<file path="config.mk">
export PLATFORM = sky130hd
export DESIGN_NAME = ifid_hazard_ctrl
export DESIGN_NICKNAME = d
export VERILOG_FILES = /design/src/rtl/pipe_ctrl_pkg.sv /design/src/rtl/load_use_detect.sv /design/src/rtl/ifid_hazard_ctrl.sv
export SDC_FILE = /design/constraint.sdc
export NUM_CORES = 1
export LEC_CHECK = 0
export ABC_AREA = 1
export ABC_CLOCK_PERIOD_IN_PS = 1360
export BUFFER_PORTS_ARGS = -buffer_cell sky130_fd_sc_hd__buf_2
export CORE_AREA = 2 2 39 41
export CTS_BUF_LIST = sky130_fd_sc_hd__clkbuf_2
export DETAILED_ROUTE_END_ITERATION = 10
export DIE_AREA = 0 0 41 43
export GPL_TIMING_DRIVEN = 0
export PLACE_DENSITY = 0.67
export SYNTH_ARGS = -nofsm -noshare
export SYNTH_HDL_FRONTEND = slang
export SYNTH_SLANG_ARGS = --single-unit
</file>
<file path="constraint.sdc">
create_clock -name clock -period 1.36 [get_ports clock]
set_input_delay 0.136 -clock clock [delete_from_list [all_inputs] [get_ports clock]]
set_output_delay 0.136 -clock clock [all_outputs]
set_load 0.02 [all_outputs]
</file>
<file path="src/rtl/pipe_ctrl_pkg.sv">
// Shared types and constants for the IF/ID front-end sequencing controller.
package pipe_ctrl_pkg;

   localparam int REG_ADDR_W = 5;

   // Encoding of addi x0, x0, 0. The IF/ID register loads this word on a flush.
   localparam logic [31:0] NOP_INSN = 32'h00000013;

   typedef enum logic [1:0] {
      BOOT    = 2'd0,
      FETCH   = 2'd1,
      DISCARD = 2'd2
   } ctrl_state_t;

endpackage

</file>
<file path="src/rtl/load_use_detect.sv">
// Load-use comparator: flags an IF/ID source register that matches a load's destination in ID/EX.
module load_use_detect #(
   parameter int REG_ADDR_W = pipe_ctrl_pkg::REG_ADDR_W
) (
   input  logic [REG_ADDR_W-1:0] ifid_rs1,
   input  logic [REG_ADDR_W-1:0] ifid_rs2,
   input  logic                  ifid_uses_rs2,
   input  logic                  idex_mem_read,
   input  logic [REG_ADDR_W-1:0] idex_rd,
   output logic                  load_use
);

   // x0 is hardwired to zero, so a load targeting it never creates a dependency.
   assign load_use = idex_mem_read && (idex_rd != '0) &&
                     ((idex_rd == ifid_rs1) || (ifid_uses_rs2 && (idex_rd == ifid_rs2)));

endmodule

</file>
<file path="src/rtl/ifid_hazard_ctrl.sv">
// IF/ID and PC sequencing for load-use stalls, taken branches and variable-latency fetch.
// Optional performance counters are built when IFID_HAZARD_PERF_EN is defined.
//
// state   | meaning
// BOOT    | first cycle after reset, all enables low
// FETCH   | normal fetch; stalls, flushes and fetch waits are decided here
// DISCARD | waiting out a fetch issued before a taken branch; its data is dropped
module ifid_hazard_ctrl #(
   parameter int REG_ADDR_W = pipe_ctrl_pkg::REG_ADDR_W
`ifdef IFID_HAZARD_PERF_EN
   ,
   parameter int PERF_W = 32
`endif
) (
   input  logic                  clock,
   input  logic                  reset,
   input  logic [REG_ADDR_W-1:0] ifid_rs1,
   input  logic [REG_ADDR_W-1:0] ifid_rs2,
   input  logic                  ifid_uses_rs2,
   input  logic                  idex_mem_read,
   input  logic [REG_ADDR_W-1:0] idex_rd,
   input  logic                  branch_taken,
   input  logic                  imem_ready,
   output logic                  imem_req,
   output logic                  pc_write,
   output logic                  ifid_write,
   output logic                  ifid_flush,
   output logic                  idex_flush,
   output logic                  exmem_flush,
`ifdef IFID_HAZARD_PERF_EN
   output logic [PERF_W-1:0]     stall_cycles,
   output logic [PERF_W-1:0]     flush_events,
   output logic [PERF_W-1:0]     fetch_wait_cycles,
`endif
   output logic [1:0]            ctrl_state
);

   import pipe_ctrl_pkg::*;

   ctrl_state_t state;
   logic        load_use;

   load_use_detect #(.REG_ADDR_W(REG_ADDR_W)) u_load_use_detect (
      .ifid_rs1      (ifid_rs1),
      .ifid_rs2      (ifid_rs2),
      .ifid_uses_rs2 (ifid_uses_rs2),
      .idex_mem_read (idex_mem_read),
      .idex_rd       (idex_rd),
      .load_use      (load_use)
   );

   always_ff @(posedge clock or negedge reset) begin
      if (!reset) begin
         state <= BOOT;
      end else begin
         case (state)
            BOOT:    state <= FETCH;
            FETCH:   if (branch_taken && !imem_ready) state <= DISCARD;
            DISCARD: if (imem_ready) state <= FETCH;
            default: state <= BOOT;
         endcase
      end
   end

   // Enables are combinational from state and inputs so a hazard acts in the cycle it appears.
   always_comb begin
      imem_req    = 1'b0;
      pc_write    = 1'b0;
      ifid_write  = 1'b0;
      ifid_flush  = 1'b0;
      idex_flush  = 1'b0;
      exmem_flush = 1'b0;
      case (state)
         FETCH: begin
            imem_req = 1'b1;
            if (branch_taken) begin
               pc_write    = 1'b1;
               ifid_write  = 1'b1;
               ifid_flush  = 1'b1;
               idex_flush  = 1'b1;
               exmem_flush = 1'b1;
            end else if (load_use) begin
               idex_flush = 1'b1;
            end else if (!imem_ready) begin
               ifid_write = 1'b1;
               ifid_flush = 1'b1;
            end else begin
               pc_write   = 1'b1;
               ifid_write = 1'b1;
            end
         end
         DISCARD: begin
            // PC already holds the branch target; only the stale fetch is drained.
            imem_req   = 1'b1;
            ifid_write = 1'b1;
            ifid_flush = 1'b1;
         end
         default: ;
      endcase
   end

   assign ctrl_state = state;

`ifdef IFID_HAZARD_PERF_EN
   logic stall_evt, flush_evt, wait_evt;

   assign stall_evt = (state == FETCH) && !branch_taken && load_use;
   assign flush_evt = (state == FETCH) && branch_taken;
   assign wait_evt  = imem_req && !imem_ready;

   always_ff @(posedge clock or negedge reset) begin
      if (!reset) begin
         stall_cycles      <= '0;
         flush_events      <= '0;
         fetch_wait_cycles <= '0;
      end else begin
         if (stall_evt && (stall_cycles != '1))
            stall_cycles <= stall_cycles + PERF_W'(1);
         if (flush_evt && (flush_events != '1))
            flush_events <= flush_events + PERF_W'(1);
         if (wait_evt && (fetch_wait_cycles != '1))
            fetch_wait_cycles <= fetch_wait_cycles + PERF_W'(1);
      end
   end
`endif

endmodule

</file>
---- Yosys cells after proc, flatten, opt, wreduce, memory -nomap -nowiden ----
Index checks and enable logic that the tools add are counted.
storage, ports and cells
  output and inout bits ................... 8
  register bits after elaboration ......... 2
  word-level logic and storage cells ...... 37
  input bits .............................. 21
operators by class
  eq/ne operators ......................... 6
  reduce and logical (&&, ||, !) cells .... 10
  mux-type cells .......................... 20
operators with widths
  kind                                                  count
  two-way mux 1 bit                                     15
  equality test 5 bit                                   2
  one-hot mux 2 bit (3 select lines)                    1
  nonzero test 5 bit                                    1
  logical AND 1 bit                                     4
  two-way mux 2 bit                                     2
  inequality test 2 bit (second input constant)         2
  one-hot mux 1 bit (2 select lines)                    2
  equality test 2 x 1 -> 1 bit (second input constant)  1
  equality test 2 bit (second input constant)           1
  logical NOT 2 bit                                     1
  AND reduction 2 bit                                   1
  OR reduction 2 bit                                    1
  logical NOT 1 bit                                     1
  logical OR 1 bit                                      1

---- Longest topological paths before layout ----
Gate-level depths: netlist (run 1).
  word-level depth ........................ 7
  mapped depth ............................ 11

---- Modules after synthesis ----
Synthesis (run 1) repeated with hierarchy kept, for this count alone.
second synthesis, totals
  cells, all modules ...................... 87
  area total of the unflattened synthesis .. 432.9 um2
modules (own cells, without submodules)
  module            cells each  sequential area each (um2)  area an instance (um2)  instances
  ifid_hazard_ctrl  35          50.0                        226.5                   1
  load_use_detect   52          0.0                         206.4                   1

---- Worst setup path before layout (run 1) ----
No wires, ideal clock.
  kind .................................... reg2out
  start point ............................. register state[1], in the netlist ctrl_state[1]
  end point ............................... output ifid_flush
  setup slack ............................. -0.217 ns
  cell stages (with the launch flop) ...... 9
  required time ........................... 1.224 ns
  path buffers ............................ 0
  arrival ................................. 1.441 ns
  cells stage by stage .................... dfrtp_1 > inv_1 > ha_1 > nand2_1 > inv_1 > nor2_1 > nand2_1 > nand2_1 > nor2_1
on the way
  word-level cells in the longest chain between the ends .. 2
  elaborated cells between the ends (all ways) .. 3
  classes of those cells .................. eq/ne (2); mux (1)
ends and longest elaborated chain
  element                                                                     line                    source
  start, declared                                                             ifid_hazard_ctrl.sv:40  ctrl_state_t state;
  start signal, assigned                                                      ifid_hazard_ctrl.sv:54  state <= BOOT;
  start signal, assigned                                                      ifid_hazard_ctrl.sv:57  BOOT: state <= FETCH;
  start signal, assigned                                                      ifid_hazard_ctrl.sv:58  FETCH: if (branch_taken && !imem_ready) state <= DISCARD;
  equality test 2 bit / equality test 2 x 1 -> 1 bit (equally long branches)  ifid_hazard_ctrl.sv:73  case (state)
  one-hot mux 1 bit (2 select lines) (*)                                      ifid_hazard_ctrl.sv:73
  end, declared                                                               ifid_hazard_ctrl.sv:27  output logic ifid_flush,
Mark *: on every way between the ends. The rest lies on a longest branch, timed or not.

---- Worst setup path after layout (run 1) ----
  start point ............................. register state[0], in the netlist ctrl_state[0]
  end point ............................... output ifid_flush
Same word-level chain as after synthesis.

==> results of run 1 <==
==> power by group through the flow <==
stage	Combinational, µW	Sequential (µW)	Clock, µW
6_report	1040	129	119
5_1_grt	1120	131	129
4_1_cts	912	128	129
3_5_place_dp	706	120	0
3_3_place_gp	699	118	0
2_1_floorplan	466	153	0
==> area by class of cell <==
cell class              instances  area (µm²)
flip-flops and latches          2       51.30
multi-input cells              57       324.1
fillers                       151       693.2
clock buffers                   4       20.02
repair buffers                 32       193.9
inverters                      21       81.33
well taps                      16       20.02
==> metrics by stage <==
stage | setup TNS [ns] | setup WS (ns) | cell area (µm²)
6_report | -0.3510 | -0.1164 | 690.7
5_1_grt | -0.7350 | -0.1895 | 690.7
4_1_cts | -0.3793 | -0.1242 | 659.4
3_5_place_dp | -0.05159 | -0.04099 | 561.8
3_3_place_gp | -0.02248 | -0.02248 | 561.8
2_1_floorplan | -0.09601 | -0.02946 | 401.6
==> path summary, 6_finish.rpt <==
check / startpoint / to / slack [ns] / cells past startpoint
setup / recovery: ctrl_state[0] / ifid_flush / -0.12 / 5
hold / removal: reset / ctrl_state[1] / 0.24 / 2
setup reg to reg: ctrl_state[1] / ctrl_state[1] / 0.04 / 8
hold reg to reg: ctrl_state[0] / ctrl_state[0] / 0.62 / 2
max in group asynchronous: reset / ctrl_state[0] / 1.01 / 2
min in group clock: branch_taken / ctrl_state[0] / 0.38 / 4
==> metal layers <==
metal  wire, µm  share of wire [%]  global-route usage, %  vias to the layer above
met5          0                  0                      0                        -
met3         68                6.1                  3.141                        0
met2        577                 52                  21.88                       15
li1           -                  -                      -                      306
met4          0                  0                  6.000                        0
met1        466                 42                  15.48                      235
==> cells in the final DEF (no fill, tap or decap) <==
master and n:
xnor2_1 1, a21oi_1 2, dfrtp_2 1, inv_4 1, buf_4 4, nor3_1 1, a21o_1 1, ha_4 1
nor3_2 1, inv_2 3, clkbuf_2 4, nand2_4 3, dlygate4sd3_1 1, buf_2 24, ha_2 1, nand2_2 1
buf_6 3, nand4_1 1, nand2_1 29, nand3_1 2, o21ai_1 2, dfrtp_1 1, ha_1 1, nor2_4 2
nor2_1 6, o21ai_0 2, inv_1 17
==> critical path, cell delays in order, from the launching register on <==
cell	delay [ns]
dfrtp_1	0.41
inv_2	0.07
ha_2	0.22
nor3_2	0.26
nor2_4	0.06
buf_6	0.13
==> what timing repair did <==
action | 4_1_cts | 5_1_grt
endpoints found under the hold margin | 2 | 0
pin swaps | 4 | 0
hold buffers | 1 | 0
resized for setup | 17 | 9
setup endpoints to repair | 4 | 6
setup buffers | 3 | 0
==> cells by family (layout without fill, tap and decap cells) <==
family,Yosys count,in the layout,synth area share (%)
and+or+nand+nor,46,46,45.86
DFF,2,2,12.74
adders and majority gates,3,3,9.555
AOI/OAI and AO/OA,7,7,9.555
buffers and inverters,21,57,20.06
xor gates and xnor gates,1,1,2.230
==> flow_summary.ini, run 1 <==
[pwr]
intPower_uw = 629.7
power.total_uw = 1286
p_clk_share_pct = 9.2
p_sw_uw = 656.3
switching_share_pct = 51.03
power.leakage_uw = 0.0004583
ir_worst_vdd_mv = 0.9042
power_density_nw_per_um2 = 1862
pwr-share-seq_pct = 10.0
combPwrFrac_pct = 80.8

[floorplan]
die_h_um = 43
row_count = 14
start_util_pct = 28.39
dieArea_um2 = 1763
fp.dieW_um = 41
ios = 29
coreArea_um2 = 1384

[worst_setup_path]
crit_fanout = 4
worst_setup_path_end_kind = output pin
path_class = flop to output pin
cp.arrival_ns = 1.34
start_kind = flop
cp.required_ns = 1.22

[clock_network]
clock_latency_ns = 0.20
htree_num_levels = 1
cts_inserted_buffers = 3
cts_root_buffer = clkbuf_2
cts_tree = yes
clockBufferDepth = 2
clk_pin_slew_worst_paths_ns = 0.04
clock-sinks = 2

[routing]
finalWirelength_um = 1112
drt_iter0_drc = 5
vias = 556
via_per_inst = 4.212
drc = 0
wl_per_cell_um = 8.424
first_pass_iters = 4
ant_nets = 0

[synth]
syn_nets = 104
synth.top_cell.area_share_pct = 31.53
ys_seq_elements = 2
syn-mean-instance-area_um2 = 4.911
ys.warnings.count = 0
yosys.area.top_type = nand2_1
synthTopCellsByCount = nand2_1, inv_1, nor2_1, o21ai_0, ha_1
async_flop_share_pct = 100.0
synth_area_um2 = 392.9
yosys.cell_types.count = 12
ys_top_cells_by_area = nand2_1, inv_1, dfrtp_1
synth_seq_area_share_pct = 12.74
yosysMostFrequentCell = nand2_1
synthesis.instances = 80
synth-edff-count = 0
synth_ff_type = dfrtp_1

[finish]
antennaDiodeCount = 0
drive_gt1_share_pct = 42.24
final_nets = 141
largest_register_ffs = 2
fin_cells = 132
area_growth_pct = 75.80
fin_util_pct = 49.91

[grt]
antenna_found_initial = 0
grt_pass1_wl_um = 1649
grt_max_degree = 5
gr-usage-all-layers_pct = 13.37
grt_pass1_vias = 475
grt.overflow.total = 0

[timing]
hold_viol = 0
worstMarginPinSlew_ns = 0.2282
clock.fmax_mhz = 677.3
period_minus_slack_ns = 1.476
fin_ws_ns = -0.1164
skew_ns = 0.01025
finalSetupViolCount = 4
holdWs_ns = 0.2424
grt_setup_unrepaired = true
finalCritPeriodShare_pct = 108.6
slew_headroom_pct = 84.70
drv_slew = 0

[placement]
hpwl_um = 830.2
port-buffer-count = 28
place.gp.congestion = 0.7498
placed_cells = 124

[hold_path]
hp-class = input port to async pin

[flow_run]
max_cap_violations = 0

[outcome]
status = complete, but fails checks
violations = negative setup slack
(Power assumes the default switching activity.)
==> run 2, diff against run 1 <==
--- a/config.mk
+++ b/config.mk
@@ -6,7 +6,7 @@
 export NUM_CORES = 1
 export LEC_CHECK = 0
 export ABC_AREA = 1
-export ABC_CLOCK_PERIOD_IN_PS = 1360
+export ABC_CLOCK_PERIOD_IN_PS = 1650
 export BUFFER_PORTS_ARGS = -buffer_cell sky130_fd_sc_hd__buf_2
 export CORE_AREA = 2 2 39 41
 export CTS_BUF_LIST = sky130_fd_sc_hd__clkbuf_2
==> constraint.sdc (replaced) <==
create_clock -name clock -period 1.65 [get_ports clock]
set_input_delay 0.165 -clock clock [delete_from_list [all_inputs] [get_ports clock]]
set_output_delay 0.165 -clock clock [all_outputs]
set_load 0.02 [all_outputs]
==> flow_summary.ini, run 2 (same netlist as run 1, synthesis figures left out) <==
[routing]
ant_nets = 0
finalWirelength_um = 949
vias = 527
drt_iter0_drc = 6
drc = 0
via_per_inst = 4.085
wl_per_cell_um = 7.357
first_pass_iters = 4

[finish]
area_growth_pct = 54.14
final_common_cell = nand2_1
final_cell_mix = nand2_1, buf_2, inv_1
final_nets = 139
largest_register_ffs = 2
fin_util_pct = 43.76
antennaDiodeCount = 0
drive_gt1_share_pct = 33.63

[clock_network]
cts_root_buffer = clkbuf_2
clock-sinks = 2
cts_tree = yes
cts_inserted_buffers = 3
clk_pin_slew_worst_paths_ns = 0.03
clock_latency_ns = 0.19
htree_num_levels = 1
clockBufferDepth = 2

[timing]
hold_viol = 0
drv_slew = 0
finalCritPeriodShare_pct = 90.37
worstMarginPinSlew_ns = 0.1729
clock.fmax_mhz = 670.6
grt_setup_unrepaired = false
slew_headroom_pct = 88.38
period_minus_slack_ns = 1.491
skew_ns = 0.002848
fin_ws_ns = 0.1589
tns_ns = 0
finalSetupViolCount = 0

[grt]
grt_pass1_wl_um = 1607
grt_max_degree = 5
antenna_found_initial = 0
gr-usage-all-layers_pct = 13.25
grt_pass1_vias = 430
grt.overflow.total = 0

[floorplan]
ios = 29
start_util_pct = 28.39
coreArea_um2 = 1384
die_h_um = 43
fp.dieW_um = 41
dieArea_um2 = 1763
row_count = 14

[flow_run]
max_cap_violations = 0

[placement]
place.gp.congestion = 0.7537
hpwl_um = 802.4
port-buffer-count = 28
place_ws_ns = 0.2473

[pwr]
ir_worst_vdd_mv = 0.8219
power_density_nw_per_um2 = 1302
power.leakage_uw = 0.0004277

[worst_setup_path]
worst_setup_path_end_kind = output pin
crit_fanout = 4
start_kind = flop
path_class = flop to output pin
cp.required_ns = 1.48
cp.arrival_ns = 1.33

[hold_path]
hp-class = input port to async pin

[outcome]
status = finished clean
run 2: cell types whose count changed in the layout (fill, tap and decap cells not counted), moves of 2 or more:
cell,delta
buf_2,+3
buf_4,-2
buf_6,-3
nand2_1,+3
nand2_4,-3
nor2_1,+2
nor2_4,-2
o21ai_0,+2
o21ai_1,-2
run 2: area by class of cell:
type                    count  area, µm²
fillers                   148      778.2
multi-input cells          57      281.5
repair buffers             30      160.2
inverters                  21      78.83
flip-flops and latches      2      50.05
well taps                  16      20.02
clock buffers               3      15.01
run 2: repair_timing:
item / in CTS / in global routing
hold endpoints to repair: 2 / 0
hold buffers: 1 / 0
endpoints found under the setup margin: 0 / 2
gates resized for setup: 0 / 8
buffers inserted: 0 / 1
run 2: worst max-delay path: stages (launching register included):
cell,delay (ns)
dfrtp_1,0.37
buf_4,0.14
ha_2,0.18
nor2_1,0.10
nand2_1,0.06
nand2_1,0.07
nor2_1,0.05
buf_4,0.15
run 2: per-layer routing:
layer / share of wire [%] / GRT usage (%) / up-vias
li1: - / - / 301
met1: 48 / 18.65 / 212
met2: 47 / 17.50 / 14
met3: 4.6 / 3.141 / 0
met4: 0 / 8.000 / 0
met5: 0 / 0 / -
run 2: metrics by stage:
step / hold slack, ns / power (µW) / instance area, µm² / instances
detailed placement: -0.04855 / 652.7 / 553.0 / 124
global placement: -0.04894 / 645.9 / 553.0 / 124
floorplan: -0.1306 / 482.5 / 392.9 / 80
CTS: 0.2831 / 734.8 / 578.1 / 128
global route: 0.2725 / 885.2 / 605.6 / 129
finish: 0.2929 / 788.5 / 605.6 / 129
run 2: path summary, 6_finish.rpt:
path                                     from             to  slack [ns]  cells past startpoint
worst max-delay path            ctrl_state[1]     ifid_flush        0.16                      7
worst min-delay path                    reset  ctrl_state[1]        0.29                      2
worst min register to register  ctrl_state[1]  ctrl_state[1]        0.61                      3
min in group clock               branch_taken  ctrl_state[0]        0.41                      4
max in group asynchronous               reset  ctrl_state[0]        1.26                      2
worst max register to register  ctrl_state[0]  ctrl_state[1]        0.49                      6
run 2: power by group:
| group | total (µW) | switching, µW | internal (µW) |
|---|---|---|---|
| Sequential | 100 | 25.0 | 75.0 |
| Combinational | 615 | 377 | 237 |
| Clock | 73.8 | 25.5 | 48.3 |
==> run 3, diff against run 2 <==
--- a/config.mk
+++ b/config.mk
@@ -9,7 +9,6 @@
 export ABC_CLOCK_PERIOD_IN_PS = 1650
 export BUFFER_PORTS_ARGS = -buffer_cell sky130_fd_sc_hd__buf_2
 export CORE_AREA = 2 2 39 41
-export CTS_BUF_LIST = sky130_fd_sc_hd__clkbuf_2
 export DETAILED_ROUTE_END_ITERATION = 10
 export DIE_AREA = 0 0 41 43
 export GPL_TIMING_DRIVEN = 0
==> flow_summary.ini, run 3 (same netlist as run 1, synthesis figures left out) <==
[finish]
fin_area_um2 = 623.1
final_cell_mix = nand2_1, buf_2, inv_1
drive_gt1_share_pct = 33.63
final_common_cell = nand2_1
area.sequential_um2 = 50.05
largest_register_ffs = 2
area_growth_pct = 58.60
multi_input_area_um2 = 291.5
fillCellCount = 145
final_nets = 139
antennaDiodeCount = 0

[clock_network]
clock_latency_ns = 0.22
cts_inserted_buffers = 3
clockBufferDepth = 2
clock-sinks = 2
cts_root_buffer = clkbuf_4
clk_pin_slew_worst_paths_ns = 0.03
cts_tree = yes
htree_num_levels = 1

[worst_setup_path]
start_kind = flop
timing.rr.start = ctrl_state[0]
crit_fanout = 3
cp.arrival_ns = 1.35
worst_setup_path_end_kind = output pin
rrSetupSlack_ns = 0.48
reg2reg_depth = 6
path_class = flop to output pin
cp.required_ns = 1.48
r2r-end = ctrl_state[1]

[floorplan]
fp.dieW_um = 41
row_count = 14
ios = 29
die_h_um = 43
coreArea_um2 = 1384
start_util_pct = 28.39
dieArea_um2 = 1763

[routing]
drt_iter0_drc = 8
via_per_inst = 4.093
first_pass_iters = 3
finalWirelength_um = 964
drc = 0
vias = 528
ant_nets = 0
wl_per_cell_um = 7.473

[placement]
placed_cell_area_um2 = 553.0
place.gp.congestion = 0.7537
hpwl_um = 802.4
port-buffer-count = 28

[timing]
finalSetupViolCount = 0
skew_ns = 0.000003386
drv_slew = 0
worstMarginPinSlew_ns = 0.1724
tns_ns = 0
grt_setup_unrepaired = false
period_minus_slack_ns = 1.512
slew_headroom_pct = 88.42
finalCritPeriodShare_pct = 91.64
clock.fmax_mhz = 661.4
hold_viol = 0

[grt]
grt_pass1_vias = 424
antenna_found_initial = 0
gr-usage-all-layers_pct = 12.75
grt_max_degree = 5
grt_pass1_wl_um = 1580
grt.overflow.total = 0

[outcome]
status = finished clean

[pwr]
power.leakage_uw = 0.0004304
ir_worst_vdd_mv = 0.9005
power_density_nw_per_um2 = 1343

[flow_run]
max_cap_violations = 0

[hold_path]
hp-class = input port to async pin
==> run 3: report_power, final <==
| part | leakage, µW | switching (µW) | internal, µW | total (µW) |
|---|---|---|---|---|
| Clock | 0.0000138 | 22.3 | 79.8 | 102 |
| Combinational | 0.000392 | 391 | 244 | 634 |
| Sequential | 0.0000243 | 25.2 | 75.0 | 100 |
| Total | 0.000430 | 438 | 399 | 837 |
==> run 3: metrics by stage <==
| step | std cells | hold slack (ns) | utilization, % | total power [µW] | setup WS [ns] |
|---|---|---|---|---|---|
| floorplan | 80 | -0.1306 | - | 482.5 | 0.04425 |
| global placement | 124 | -0.04894 | 39.96 | 645.9 | 0.2754 |
| detailed placement | 124 | -0.04855 | 39.96 | 652.7 | 0.2473 |
| CTS | 128 | 0.2613 | 42.31 | 762.6 | 0.01222 |
| global route | 129 | 0.2585 | 45.03 | 935.8 | 0.01274 |
| finish | 129 | 0.2642 | 45.03 | 836.6 | 0.1379 |
==> run 3: timing repair <==
item                                   in CTS  in global routing
endpoints found under the hold margin       2                  0
gates resized for setup                     0                  9
buffers inserted                            0                  1
setup endpoints to repair                   0                  2
hold buffers                                1                  0
==> run 3: metal layers <==
metal  track usage (%)  share of wire (%)  up-vias
met4             6.000                  0        0
li1                  -                  -      300
met3             3.141                4.1        0
met5                 0                  0        -
met2             16.88                 47       12
met1             18.65                 49      216
==> run 3: how the worst max path moves through the flow <==
stage / depth (start not counted) / from / end
finish: 8 / ctrl_state[0] / ifid_flush
floorplan: 8 / ctrl_state[1] / ifid_flush
detailed placement: 9 / ctrl_state[1] / ifid_flush
CTS: 9 / ctrl_state[1] / ifid_flush
global placement: 9 / ctrl_state[1] / ifid_flush
global route: 5 / ctrl_state[0] / ifid_flush
==> run 3: cell type report <==
type	count	share of cell area [%]
multi-input cells	57	46.79
well taps	16	3.213
repair buffers	30	25.70
inverters	21	12.65
flip-flops and latches	2	8.032
clock buffers	3	3.614
==> run 3: critical path: stages (launching register included) <==
cell	delay, ns
dfrtp_1	0.42
ha_4	0.19
nand2_2	0.08
inv_2	0.04
nor2_1	0.08
nand2_1	0.06
nand2_1	0.07
nor2_1	0.05
buf_4	0.15
